$ cat config.mk
export PLATFORM = sky130hd
export DESIGN_NAME = bk_memarb
export DESIGN_NICKNAME = d
export VERILOG_FILES = /design/src/rtl/bk_memarb_pkg.sv /design/src/rtl/bk_memarb_fair.sv /design/src/rtl/bk_memarb.sv
export SDC_FILE = /design/constraint.sdc
export NUM_CORES = 1
export LEC_CHECK = 0
export BUFFER_PORTS_ARGS = -buffer_cell sky130_fd_sc_hd__buf_4
export CAP_MARGIN = 30
export CORE_ASPECT_RATIO = 1.4
export CORE_UTILIZATION = 51
export CTS_CLUSTER_DIAMETER = 50
export DETAILED_ROUTE_END_ITERATION = 7
export PLACE_DENSITY_LB_ADDON = 0.15
export SETUP_SLACK_MARGIN = 0.4
export SKIP_LAST_GASP = 1
export SYNTH_ARGS = -nofsm -noshare
export SYNTH_HDL_FRONTEND = slang
export SYNTH_SLANG_ARGS = --single-unit
$ cat constraint.sdc
create_clock -name clk25 -period 4.1 [get_ports clk25]
set_clock_uncertainty 0.1 [all_clocks]
set_input_delay 0.82 -clock clk25 [delete_from_list [all_inputs] [get_ports clk25]]
set_output_delay 0.82 -clock clk25 [all_outputs]
set_load 0.05 [all_outputs]
$ cat src/rtl/bk_memarb_pkg.sv
// rtl/bk_memarb_pkg.sv - shared types and constants for the bk_memarb memory arbiter
// Purpose: FSM state encoding, transfer owner encoding, default screen base
//          address, timeout fill pattern and the video address helper.
// Ports:   none (package).
package bk_memarb_pkg;

  typedef enum logic [1:0] {
    ST_IDLE  = 2'd0,
    ST_ISSUE = 2'd1,
    ST_WAIT  = 2'd2,
    ST_DONE  = 2'd3
  } state_e;

  typedef enum logic {
    OWN_VID = 1'b0,
    OWN_CPU = 1'b1
  } owner_e;

  localparam logic [17:0] DEF_VID_BASE = 18'h02000;
  localparam logic [15:0] TIMEOUT_FILL = 16'hFFFF;

  // Screen word offset relocated to the RAM word space; wraps mod 2^18.
  function automatic logic [17:0] vid_word_addr(input logic [17:0] base,
                                                input logic [12:0] offset);
    return base + {5'd0, offset};
  endfunction

endpackage

$ cat src/rtl/bk_memarb_fair.sv
// rtl/bk_memarb_fair.sv - video-burst fairness counter and CPU/video tie-break
// Purpose: counts consecutive video grants taken while the CPU waits and forces
//          a CPU grant once MAX_VID_BURST of them have been issued.
// Ports:   clk25      system clock
//          reset_in   synchronous active-high reset
//          vid_req    video request level
//          cpu_req    CPU request level
//          grant      one-cycle strobe: a transfer is granted this cycle
//          owner      owner being granted this cycle
//          cpu_wins   CPU gets the next grant
module bk_memarb_fair
  import bk_memarb_pkg::*;
#(
  parameter int MAX_VID_BURST = 4
) (
  input  logic   clk25,
  input  logic   reset_in,
  input  logic   vid_req,
  input  logic   cpu_req,
  input  logic   grant,
  input  owner_e owner,
  output logic   cpu_wins
);

  localparam logic [3:0] MAX_CNT = 4'(MAX_VID_BURST);

  logic [3:0] vid_cnt_q, vid_cnt_d;

  always_comb begin
    vid_cnt_d = vid_cnt_q;
    if (grant) begin
      if (owner == OWN_CPU) begin
        vid_cnt_d = 4'd0;
      end else if (cpu_req) begin
        // Video overtook a waiting CPU request: count it, saturating.
        vid_cnt_d = (vid_cnt_q >= MAX_CNT) ? MAX_CNT : vid_cnt_q + 4'd1;
      end else begin
        vid_cnt_d = 4'd0;
      end
    end
  end

  always_ff @(posedge clk25) begin
    if (reset_in) begin
      vid_cnt_q <= 4'd0;
    end else begin
      vid_cnt_q <= vid_cnt_d;
    end
  end

  assign cpu_wins = cpu_req && (!vid_req || (vid_cnt_q >= MAX_CNT));

endmodule

$ cat src/rtl/bk_memarb.sv
// rtl/bk_memarb.sv - two-port (CPU/video) arbiter for the shared 16-bit RAM port
// Purpose: sequences one transfer at a time through IDLE/ISSUE/WAIT/DONE, video
//          first but bounded by bk_memarb_fair so the CPU is never starved.
//          Optional watchdog enabled by defining ARB_TIMEOUT_EN.
// Ports:   clk25, reset_in                       clock, sync active-high reset
//          vid_req, vid_addr -> vid_data, vid_ack video read port
//          cpu_req, cpu_we, cpu_addr, cpu_be, cpu_wdata -> cpu_rdata, cpu_ack
//          mem_req, mem_we, mem_addr, mem_be, mem_wdata -> memory controller
//          mem_busy, mem_ack, mem_rdata           <- memory controller
//          arb_err                                sticky watchdog flag
module bk_memarb
  import bk_memarb_pkg::*;
#(
  parameter logic [17:0] VID_BASE      = DEF_VID_BASE,
  parameter int          MAX_VID_BURST = 4,
  parameter int          TIMEOUT       = 255
) (
  input  logic        clk25,
  input  logic        reset_in,
  input  logic        vid_req,
  input  logic [12:0] vid_addr,
  output logic [15:0] vid_data,
  output logic        vid_ack,
  input  logic        cpu_req,
  input  logic        cpu_we,
  input  logic [17:0] cpu_addr,
  input  logic [1:0]  cpu_be,
  input  logic [15:0] cpu_wdata,
  output logic [15:0] cpu_rdata,
  output logic        cpu_ack,
  output logic        mem_req,
  output logic        mem_we,
  output logic [17:0] mem_addr,
  output logic [1:0]  mem_be,
  output logic [15:0] mem_wdata,
  input  logic        mem_busy,
  input  logic        mem_ack,
  input  logic [15:0] mem_rdata,
  output logic        arb_err
);

  state_e      state_q, state_d;
  owner_e      owner_q, owner_d;
  logic        mem_req_q, mem_req_d;
  logic        mem_we_q, mem_we_d;
  logic [17:0] mem_addr_q, mem_addr_d;
  logic [1:0]  mem_be_q, mem_be_d;
  logic [15:0] mem_wdata_q, mem_wdata_d;
  logic [15:0] vid_data_q, vid_data_d;
  logic [15:0] cpu_rdata_q, cpu_rdata_d;
  logic        vid_ack_q, vid_ack_d;
  logic        cpu_ack_q, cpu_ack_d;

  logic        grant;
  logic        cpu_wins;
  owner_e      grant_owner;
  logic        to_fire;
  logic        ack_done;

  // Requests are only sampled in IDLE, so DONE never re-grants the same level.
  assign grant       = (state_q == ST_IDLE) && (vid_req || cpu_req);
  assign grant_owner = cpu_wins ? OWN_CPU : OWN_VID;
  assign ack_done    = (state_q == ST_WAIT) && mem_ack;

  bk_memarb_fair #(
    .MAX_VID_BURST(MAX_VID_BURST)
  ) u_fair (
    .clk25   (clk25),
    .reset_in(reset_in),
    .vid_req (vid_req),
    .cpu_req (cpu_req),
    .grant   (grant),
    .owner   (grant_owner),
    .cpu_wins(cpu_wins)
  );

`ifdef ARB_TIMEOUT_EN
  localparam logic [7:0] TO_LIMIT = 8'(TIMEOUT);

  logic [7:0] to_cnt_q, to_cnt_d;
  logic       arb_err_q, arb_err_d;
  logic       in_xfer;

  assign in_xfer = (state_q == ST_ISSUE) || (state_q == ST_WAIT);
  // A real ack in the same cycle as the limit wins over the watchdog.
  assign to_fire = in_xfer && (to_cnt_q == TO_LIMIT) && !ack_done;

  always_comb begin
    to_cnt_d = to_cnt_q;
    if (grant) begin
      to_cnt_d = 8'd0;
    end else if (in_xfer) begin
      to_cnt_d = to_cnt_q + 8'd1;
    end
    arb_err_d = arb_err_q | to_fire;
  end

  always_ff @(posedge clk25) begin
    if (reset_in) begin
      to_cnt_q  <= 8'd0;
      arb_err_q <= 1'b0;
    end else begin
      to_cnt_q  <= to_cnt_d;
      arb_err_q <= arb_err_d;
    end
  end

  assign arb_err = arb_err_q;
`else
  logic unused_timeout;
  assign unused_timeout = (TIMEOUT != 0);
  assign to_fire        = 1'b0;
  assign arb_err        = 1'b0;
`endif

  // State register and registered outputs.
  always_ff @(posedge clk25) begin
    if (reset_in) begin
      state_q     <= ST_IDLE;
      owner_q     <= OWN_VID;
      mem_req_q   <= 1'b0;
      mem_we_q    <= 1'b0;
      mem_addr_q  <= 18'd0;
      mem_be_q    <= 2'b00;
      mem_wdata_q <= 16'd0;
      vid_data_q  <= 16'd0;
      cpu_rdata_q <= 16'd0;
      vid_ack_q   <= 1'b0;
      cpu_ack_q   <= 1'b0;
    end else begin
      state_q     <= state_d;
      owner_q     <= owner_d;
      mem_req_q   <= mem_req_d;
      mem_we_q    <= mem_we_d;
      mem_addr_q  <= mem_addr_d;
      mem_be_q    <= mem_be_d;
      mem_wdata_q <= mem_wdata_d;
      vid_data_q  <= vid_data_d;
      cpu_rdata_q <= cpu_rdata_d;
      vid_ack_q   <= vid_ack_d;
      cpu_ack_q   <= cpu_ack_d;
    end
  end

  // Next-state logic.
  always_comb begin
    state_d = state_q;
    case (state_q)
      ST_IDLE:  if (grant) state_d = ST_ISSUE;
      ST_ISSUE: begin
        if (to_fire) begin
          state_d = ST_DONE;
        end else if (!mem_busy) begin
          state_d = ST_WAIT;
        end
      end
      ST_WAIT:  if (mem_ack || to_fire) state_d = ST_DONE;
      ST_DONE:  state_d = ST_IDLE;
      default:  state_d = ST_IDLE;
    endcase
  end

  // Output / datapath next values.
  always_comb begin
    owner_d     = owner_q;
    mem_we_d    = mem_we_q;
    mem_addr_d  = mem_addr_q;
    mem_be_d    = mem_be_q;
    mem_wdata_d = mem_wdata_q;
    vid_data_d  = vid_data_q;
    cpu_rdata_d = cpu_rdata_q;
    mem_req_d   = (state_d == ST_ISSUE);
    vid_ack_d   = (state_d == ST_DONE) && (owner_q == OWN_VID);
    cpu_ack_d   = (state_d == ST_DONE) && (owner_q == OWN_CPU);

    if (grant) begin
      owner_d = grant_owner;
      if (grant_owner == OWN_CPU) begin
        mem_we_d    = cpu_we;
        mem_addr_d  = cpu_addr;
        mem_be_d    = cpu_be;
        mem_wdata_d = cpu_wdata;
      end else begin
        mem_we_d   = 1'b0;
        mem_addr_d = vid_word_addr(VID_BASE, vid_addr);
        mem_be_d   = 2'b11;
      end
    end

    if (ack_done) begin
      if (owner_q == OWN_VID) begin
        vid_data_d = mem_rdata;
      end else if (!mem_we_q) begin
        cpu_rdata_d = mem_rdata;
      end
    end else if (to_fire) begin
      if (owner_q == OWN_VID) begin
        vid_data_d = TIMEOUT_FILL;
      end else begin
        cpu_rdata_d = TIMEOUT_FILL;
      end
    end
  end

  assign mem_req   = mem_req_q;
  assign mem_we    = mem_we_q;
  assign mem_addr  = mem_addr_q;
  assign mem_be    = mem_be_q;
  assign mem_wdata = mem_wdata_q;
  assign vid_data  = vid_data_q;
  assign cpu_rdata = cpu_rdata_q;
  assign vid_ack   = vid_ack_q;
  assign cpu_ack   = cpu_ack_q;

endmodule

# == Word-level counts from Yosys, hierarchy flattened ==
# Index checks and enable logic that the tools add are counted.
# word_totals
ff_bits,79
input_bits,72
output_inout_bits,73
# classes
n_reduce_logical,12
eq_ne,5
bitwise_logic,2
add_sub_neg,2
n_lt_le_gt_ge,1
n_mux,11
# ops
cell,n
two-way mux 18 bit,1
adder 14 x 13 -> 15 bit (first input constant),1
two-way mux 4 bit,3
two-way mux 2 bit,4
case mux 2 bit (4 select lines),1
equality test 2 bit (second input constant),3
logical AND 1 bit,5
adder 4 x 1 -> 4 bit (second input constant),1
equality test 2 x 1 -> 1 bit (second input constant),2
greater-or-equal comparator 4 x 3 -> 1 bit (second input constant),1
AND reduction 2 bit,2
AND reduction 3 bit,1
logical NOT 2 bit,1
logical OR 1 bit,2
two-way mux 1 bit,2
NOT 1 bit,2
logical NOT 1 bit,1

# == Longest topological paths before layout ==
# Gate-level depths: netlist of the first run.
# logic_depth
ltp_word,6
depth_mapped,6
depth_no_buf,3

# == By module ==
# Synthesis of the first run repeated with hierarchy kept, for this count alone.
# hier_totals
hier_cells,360
hier_area_um2,3290.7
# by_module_without_submodules
module,cells_per_inst,instances,area_each_um2
bk_memarb,341,1,3103.0
bk_memarb_fair,19,1,187.7

# == Worst setup path before layout of the first run ==
# No wires, ideal clock.
# synth_timing
path_type,input-to-reg
from,in cpu_req
to,"reg mem_wdata_q[10], in the netlist mem_wdata[10]"
arrival_time_ns,1.647
path_slack_ns,2.221
setup_ns,0.132
required_ns,3.868
path_stages,5
cell_sequence,buf_6 or3b_4 buf_6 o21ai_1 a21oi_1
# synth_between
elab_chain_len,3
word_cells_on_any_way,5
cone_classes,mux: 1; reduce/logical: 4
# synth_lines
element,line_no,rtl
"start, declared",bk_memarb.sv:24,"input logic cpu_req,"
logical AND 1 bit / logical OR 1 bit (equally long branches),"bk_memarb_fair.sv:51, bk_memarb.sv:61",
two-way mux 1 bit / logical AND 1 bit (equally long branches),"bk_memarb.sv:62, bk_memarb.sv:61",
AND reduction 2 bit (no source line) (*),-,
"end signal, assigned",bk_memarb.sv:137,mem_wdata_q <= mem_wdata_d;
"end, declared",bk_memarb.sv:48,"logic [15:0] mem_wdata_q, mem_wdata_d;"
# Mark *: on every way between the ends. The rest lies on a longest branch, timed or not.
# A chain may end at the register's enable or synchronous reset.

# == Worst setup path after layout of the first run ==
# layout_timing
from,in cpu_req
to,"reg mem_addr_q[13], in the netlist mem_addr[13]"
# layout_between
elab_chain_len,3
word_cells_on_any_way,5
cone_classes,mux: 2; reduce/logical: 3
# layout_lines
element,line_no,rtl
logical AND 1 bit,bk_memarb_fair.sv:51,assign cpu_wins = cpu_req && (!vid_req || (vid_cnt_q >= MAX_CNT));
two-way mux 1 bit,bk_memarb.sv:62,assign grant_owner = cpu_wins ? OWN_CPU : OWN_VID;
two-way mux 18 bit,bk_memarb.sv:178,if (grant_owner == OWN_CPU) begin
"end signal, assigned",bk_memarb.sv:135,mem_addr_q <= mem_addr_d;
"end, declared",bk_memarb.sv:46,"logic [17:0] mem_addr_q, mem_addr_d;"
# Several ways; a longest one is shown, not always the timed one.

==> impl_metrics.ini, run 1 <==
[run_status]
status = finished clean

[worst_setup_path]
endpoint_kind = flop
cpPeakStageDelay_ns = 0.81
cp_cell_sequence = buf_4, nor3b_4, nand2_1, o221a_1
startpoint_type = primary input
path_max_fanout = 25
crit_arrival_ns = 2.41
critPathTopFamily = simple AND/OR/NAND/NOR gates
worstSetupPathType = in -> reg
critPathSlowestCell = nor3b_4
critical_path_required_ns = 4.25
crit_buf_inv = 1

[sta]
setup_viol = 0
relSlewSlack = 0.377
tightest_slew_ns = 0.934
slew_viol_final = 0
fmax_ghz = 0.443
post-route-period-util = 0.551
hold_viol = 0
timing.hold.ws_ns = 0.358
final.min_clock_period_ns = 2.26
rsz0062_at_grt = no
setup_tns_ns = 0

[yosys]
yosysWarnings = 0
synth_common_cells = 79 x dfxtp_1, 71 x a21oi_1, 52 x nand3_1
synth_top_family_by_area = compound AO/OA/AOI/OAI gates
syn-instance-count = 371
synth_compound_area_frac = 0.257
synth_xor_area_frac = 0
syn_avg_cell_area_sq_um = 8.80
yosysMostFrequentCell = dfxtp_1
yosysSeqAreaShare = 0.484
synth.distinct_cells = 37
synth_nets = 444
syn_area_sq_um = 3270
synth_top_area_share = 0.484
synth_edf_count = 0
synth_mux_area_frac = 0.00307
ys.flop_type = dfxtp_1
ys_seq_elements = 79
synthAdderAreaFrac = 0.00383
synth_top_area_cell = dfxtp_1
synth_area_leaders = dfxtp_1 48%, a21oi_1 11%, nand3_1 8.0%
synthSimpleGateAreaFrac = 0.175
ys_async_sr_fraction = 0

[final_layout]
antenna_cells = 0
layout-drive-gt1-share = 0.360
multi_input_area_sq_um = 1440
areaGrowthSynthToFinish_pct = 37.2
n_fill_cell = 517
post-route-util = 0.722
fin_nets = 563
regArea_sq_um = 1580
final_cell_area_sq_um = 4480

[pwr]
irDropWorstVdd_mv = 0.276
cellLeakagePower_nw = 1.84
power.total_w = 0.00196
p_per_area_nw_per_um2 = 438

[global_route]
grt_pass1_vias = 2942
grt_usage = 0.250
antenna_found_initial = 0
overflow = 0
grt_start_max_net_pins = 77
grt_pass1_wl_um = 13700

[routing]
drt_first_pass_iters = 4
dr.first_iter.drc_count = 149
ant_nets = 0
post_drt_wl_per_cell_um = 15.2
viasPerCell = 5.59
drc_errors = 0
vias = 3163
drt_wl_total_um = 8630

[placed_design]
post-dp-hpwl_um = 5740
port_buffers = 143
place_area_sq_um = 4220
routabilityCongestion = 0.793

[floorplanning]
die_w_um = 69.6
fp-row-count = 34
dieArea_sq_um = 6730
die_h_um = 96.7
initial_core_util = 0.526
core-area_sq_um = 6210
io_pins = 145

[run]
cap_violations = 0

[hold_path]
hold_path_class = reg -> reg

[cts]
clk_pin_slew_ns = 0.08
htreeDepth = 3
worst_skew_pair.late_latency_ns = 0.34
root_buffer = clkbuf_8
cts_tree = yes
cts_setup_buffers = 0
cts_buffers = 9
clockBufferDepth = 2
cts-resized-gates = 0
clock_sinks = 79
ctsHoldBuffers = 0
cell usage in the layout (no fill, tap or decap), types with 2 or more instances in the layout:
cell type / Yosys / routed
buf_4: 6 / 145
dfxtp_1: 79 / 79
a21oi_1: 71 / 71
nand3_1: 52 / 52
o21ai_0: 41 / 41
nand2_1: 33 / 33
o21ai_1: 12 / 12
a311oi_2: 9 / 9
clkbuf_8: 0 / 9
a311oi_1: 4 / 4
bufinv_16: 0 / 4
inv_1: 3 / 3
o221a_1: 3 / 3
nor2b_1: 2 / 2
nor2_2: 2 / 2
nor3b_2: 2 / 2
nor2_1: 2 / 2
per-stage QoR:
stage / setup slack [ns] / instances
2_1_floorplan: 2.22 / 371
3_3_place_gp: 1.48 / 549
3_5_place_dp: 1.47 / 551
4_1_cts: 1.84 / 566
5_1_grt: 1.67 / 566
6_report: 1.84 / 566
tightest hold or removal path: cells and delay by family (launching register included):
kind / cells / cell delay, ns
AOI/OAI and AO/OA: 1 / 0.05
DFF: 1 / 0.32
and+or+nand+nor: 1 / 0.05
cell type report:
class | count | area share
well taps | 72 | 0.0201
clock inverters | 6 | 0.0299
inverters | 3 | 0.00251
flip-flops and latches | 79 | 0.353
clock buffers | 9 | 0.0276
repair buffers | 146 | 0.246
multi-input cells | 251 | 0.321
per-layer routing:
metal  share of wire  vias up  GRT usage
li1                -     1562          -
met1            0.39     1468      0.293
met2            0.54      115      0.441
met3           0.047       18     0.0417
met4           0.025        0      0.111
met5               0        -          0
cells by family (layout without fill, tap and decap cells):
logic type | count (synthesis) | after routing
AOI/OAI and AO/OA | 142 | 142
muxes | 1 | 1
and+or+nand+nor | 106 | 106
adders and majority gates | 1 | 1
DFF | 79 | 79
other | 1 | 1
buffers and inverters | 41 | 164
state kept, by name, indices dropped and copies added, names as in the netlist:
signal and count:
mem_addr 18, cpu_rdata 16, mem_wdata 16, vid_data 16, u_fair.vid_cnt_q 4, mem_be 2, state_q 2, cpu_ack 1
mem_req 1, mem_we 1, owner_q 1, vid_ack 1
report_power, final:
part / internal (W) / total, W / switching [W]
registers: 0.000805 / 0.000831 / 0.0000260
clock network: 0.000463 / 0.000744 / 0.000281
logic: 0.000137 / 0.000388 / 0.000251
total: 0.00140 / 0.00196 / 0.000558
worst paths after layout:
path                     from           end  slack [ns]  cells past startpoint
setup reg to reg   state_q[1]  mem_addr[13]        2.09                      3
hold / removal    vid_data[9]   vid_data[9]        0.36                      2
setup / recovery      cpu_req  mem_addr[13]        1.84                      4
hold reg to reg   vid_data[9]   vid_data[9]        0.36                      2
No activity file was read; power rests on OpenSTA's default activity.
==> inputs of run 2 (changes only) <==
CORE_UTILIZATION = 47   (was 51)
clock period = 2.2 ns   (was 4.1 ns; I/O delays follow)
==> impl_metrics.ini, run 2 (synthesis gave the netlist of run 1 again) <==
[pwr]
p_per_area_nw_per_um2 = 760
power.total_w = 0.00343
cellLeakagePower_nw = 1.84
irDropWorstVdd_mv = 0.395

[cts]
cts_tree = yes
htreeDepth = 3
clk_pin_slew_ns = 0.08
root_buffer = clkbuf_8
clockBufferDepth = 2
clock_sinks = 79
cts_buffers = 9
worst_skew_pair.late_latency_ns = 0.34

[final_layout]
fin_nets = 569
areaGrowthSynthToFinish_pct = 38.3
largest_register_ffs = 18
antenna_cells = 0
final_cell_mix = 151 x buf_4, 79 x dfxtp_1, 71 x a21oi_1
layout-drive-gt1-share = 0.372
n_fill_cell = 594
final_common_cell = buf_4
stdcell_count = 592

[floorplanning]
io_pins = 145
dieArea_sq_um = 7290
core-area_sq_um = 6660
die_w_um = 72.5
die_h_um = 101
initial_core_util = 0.491
fp-row-count = 35

[global_route]
grt_pass1_wl_um = 14200
grt_start_max_net_pins = 44
grt_usage = 0.249
grt_pass1_vias = 3118
antenna_found_initial = 0
overflow = 0

[routing]
dr.first_iter.drc_count = 159
viasPerCell = 5.37
ant_nets = 0
post_drt_wl_per_cell_um = 14.7
drt_wl_total_um = 8710
drt_first_pass_iters = 4
drc_errors = 0
vias = 3179

[placed_design]
routabilityCongestion = 0.770
dp.cells = 575
post-dp-hpwl_um = 5820
port_buffers = 143

[sta]
tightest_slew_ns = 0.577
slew_viol_final = 0
setup_tns_ns = 0
fmax_ghz = 0.612
hold_viol = 0
rsz0062_at_grt = no
final.min_clock_period_ns = 1.64
post-route-period-util = 0.743
relSlewSlack = 0.615
setup_viol = 0

[worst_setup_path]
endpoint_kind = flop
cp_cell_sequence = or2_1, nor2_8, o221a_1
critPathSlowestCell = dfxtp_1
cpPeakStageDelay_ns = 0.58
startpoint_type = flop
r2r_slack_ns = 0.56
crit_arrival_ns = 1.77
worstSetupPathType = reg -> reg
critPathTopFamily = flip-flops
path_max_fanout = 18
crit_buf_inv = 0
critical_path_required_ns = 2.33

[run]
cap_violations = 0

[run_status]
status = finished clean

[hold_path]
hold_path_class = in -> reg
## run 2: metrics by stage
| step | cell area (sq um) | setup WS (ns) | hold WS, ns | utilization |
|---|---|---|---|---|
| final | 4520 | 0.565 | 0.249 | 0.678 |
| after global routing | 4520 | 0.455 | 0.237 | 0.678 |
| after CTS | 4510 | 0.423 | 0.238 | 0.677 |
| after detailed placement | 4280 | 0.419 | 0.348 | 0.644 |
| after global placement | 4280 | 0.479 | 0.344 | 0.644 |
| after floorplan | 3270 | 0.667 | 0.345 | - |
## run 2: worst paths after layout
check / from / to / cells after the start
max reg2reg: state_q[1] / mem_be[1] / 3
max: state_q[1] / mem_be[1] / 3
min reg2reg: vid_data[10] / vid_data[10] / 2
min: cpu_wdata[6] / mem_wdata[6] / 3
## run 2: worst register-to-register path: stages (launching register included)
cell	delay, ns
dfxtp_1	0.58
or2_1	0.43
nor2_8	0.14
o221a_1	0.28
## run 2: repair_timing
action / in CTS / in global routing
pin swaps: 1 / 0
buffers inserted: 2 / 0
hold buffers: 0 / 0
endpoints found under the setup margin: 1 / 29
resized for setup: 0 / 2
## run 2: power by group
group	internal [W]	switching (W)
Combinational	0.000264	0.000470
Clock	0.000631	0.000517
Sequential	0.00150	0.0000491
## run 2: metal layers
metal	share of wire	routed length, um	GRT usage
met1	0.41	3550	0.282
met2	0.53	4610	0.455
met3	0.049	426	0.0550
met4	0.013	115	0.0845
met5	0	0	0
## run 2: layout make-up
cell class / count / area (sq um) / area share
clock inverters: 6 / 86.3 / 0.0191
multi-input cells: 251 / 1440 / 0.320
flip-flops and latches: 79 / 1580 / 0.350
well taps: 92 / 115 / 0.0255
inverters: 3 / 11.3 / 0.00249
repair buffers: 152 / 1150 / 0.255
clock buffers: 9 / 124 / 0.0274
==> inputs of run 3 (changes only) <==
CORE_UTILIZATION = 42   (was 47)
clock period = 1.4 ns   (was 2.2 ns; I/O delays follow)
==> impl_metrics.ini, run 3 (synthesis gave the netlist of run 1 again) <==
[run_status]
status = complete, but fails checks
violations = setup timing

[routing]
ant_nets = 0
dr.first_iter.drc_count = 112
vias = 3535
post_drt_wl_per_cell_um = 17.3
drc_errors = 0
drt_wl_total_um = 11200
drt_first_pass_iters = 4
viasPerCell = 5.47

[pwr]
p_comb_frac = 0.282
sw_frac_of_total = 0.316
p_int_w = 0.00399
p_per_area_nw_per_um2 = 981
pwr-share-clk = 0.291
irDropWorstVdd_mv = 0.832
p_switching_w = 0.00184
cellLeakagePower_nw = 2.34
seq_power_share = 0.427
power.total_w = 0.00583

[final_layout]
fin_nets = 617
layout-drive-gt1-share = 0.665
multi_input_area_sq_um = 1730
areaGrowthSynthToFinish_pct = 82.0
final_common_cell = buf_4
n_fill_cell = 455
post-route-util = 0.797
regArea_sq_um = 1680
final_cell_mix = 103 x buf_4, 72 x dfxtp_2, 58 x a21oi_1
antenna_cells = 0
largest_register_ffs = 18

[worst_setup_path]
crit_buf_inv = 2
cp_cell_sequence = nor3b_4, buf_6, clkbuf_16, o21ai_2, a21oi_1
startpoint_type = flop
critPathTopFamily = flip-flops
path_max_fanout = 8
endpoint_kind = flop
worstSetupPathType = reg -> reg
crit_arrival_ns = 1.57
critical_path_required_ns = 1.56
cpPeakStageDelay_ns = 0.34
critPathSlowestCell = dfxtp_2

[placed_design]
routabilityCongestion = 0.769
port_buffers = 143
post-dp-hpwl_um = 6470

[global_route]
grt_use_met2 = 0.450
grtUsageMet1 = 0.252
overflow = 0
antenna_found_initial = 0
grt_usage = 0.238
grt_start_max_net_pins = 26
grt_pass1_vias = 3265
grt_use_met3 = 0.0575
grt_pass1_wl_um = 15300
grt-busiest-layer = met2

[cts]
cts_tree = yes
cts_buffers = 9
clock_sinks = 79
htreeDepth = 3
root_buffer = clkbuf_8
worst_skew_pair.late_latency_ns = 0.34
ctsHoldBuffers = 0
clockBufferDepth = 2
clk_pin_slew_ns = 0.08

[floorplanning]
core-area_sq_um = 7450
fp-row-count = 37
die_w_um = 76.5
die_h_um = 106
io_pins = 145
initial_core_util = 0.438
dieArea_sq_um = 8140

[hold_path]
hold_path_class = in -> reg

[sta]
rsz0062_at_grt = yes
setup_viol = 1
fmax_ghz = 0.711
slew_viol_final = 0
final.min_clock_period_ns = 1.41
timing.hold.ws_ns = 0.0793
hold_viol = 0
layout_setup_ws_ns = -0.00608
post-route-period-util = 1.00

[run]
cap_violations = 0
[run 3: final timing paths]
kind | to | startpoint | slack [ns] | cells past startpoint
worst min register to register | vid_data[10] | vid_data[10] | 0.36 | 2
worst max register to register | mem_wdata[4] | u_fair.vid_cnt_q[3] | -0.006 | 5
worst min-delay path | cpu_rdata[5] | mem_rdata[5] | 0.08 | 3
worst max-delay path | mem_wdata[4] | u_fair.vid_cnt_q[3] | -0.006 | 5
[run 3: what timing repair did]
item,CTS,global route
endpoints found under the setup margin,151,151
buffers inserted,9,14
gates resized for setup,206,64
pin swaps,11,30
cloned,1,7
[run 3: per-layer routing]
metal / vias to the layer above / wire length, um
met5: - / 0
met3: 20 / 580
met1: 1689 / 4080
met4: 0 / 223
li1: 1688 / -
met2: 138 / 6290
[run 3: power by group through the flow]
stage | clock network (W) | registers (W) | logic, W
global route | 0.00183 | 0.00250 | 0.00172
finish | 0.00170 | 0.00249 | 0.00164
global placement | 0 | 0.00248 | 0.00127
floorplan | 0 | 0.00281 | 0.000510
CTS | 0.00172 | 0.00248 | 0.00144
detailed placement | 0 | 0.00248 | 0.00128
[run 3: cell type report]
cell class / instances / share of cell area
Clock buffer: 13 / 0.0303
Sequential cell: 79 / 0.283
Clock inverter: 3 / 0.00358
Multi-Input combinational cell: 252 / 0.292
Timing Repair Buffer: 199 / 0.369
Inverter: 3 / 0.00190
Tap cell: 97 / 0.0204
[run 3: worst min-delay path, stage by stage]
cell	delay [ns]
buf_4	0.12
nand3_2	0.05
a21oi_2	0.04
[run 3: through the flow]
step           setup slack, ns  instance area [sq um]  instances  TNS (ns)
2_1_floorplan           0.0169                   3440        371         0
3_3_place_gp           -0.0385                   4610        599    -0.356
3_5_place_dp           -0.0708                   4610        599    -0.730
4_1_cts                 0.0333                   5440        625         0
5_1_grt                -0.0624                   5940        646    -0.303
6_report              -0.00608                   5940        646  -0.00608
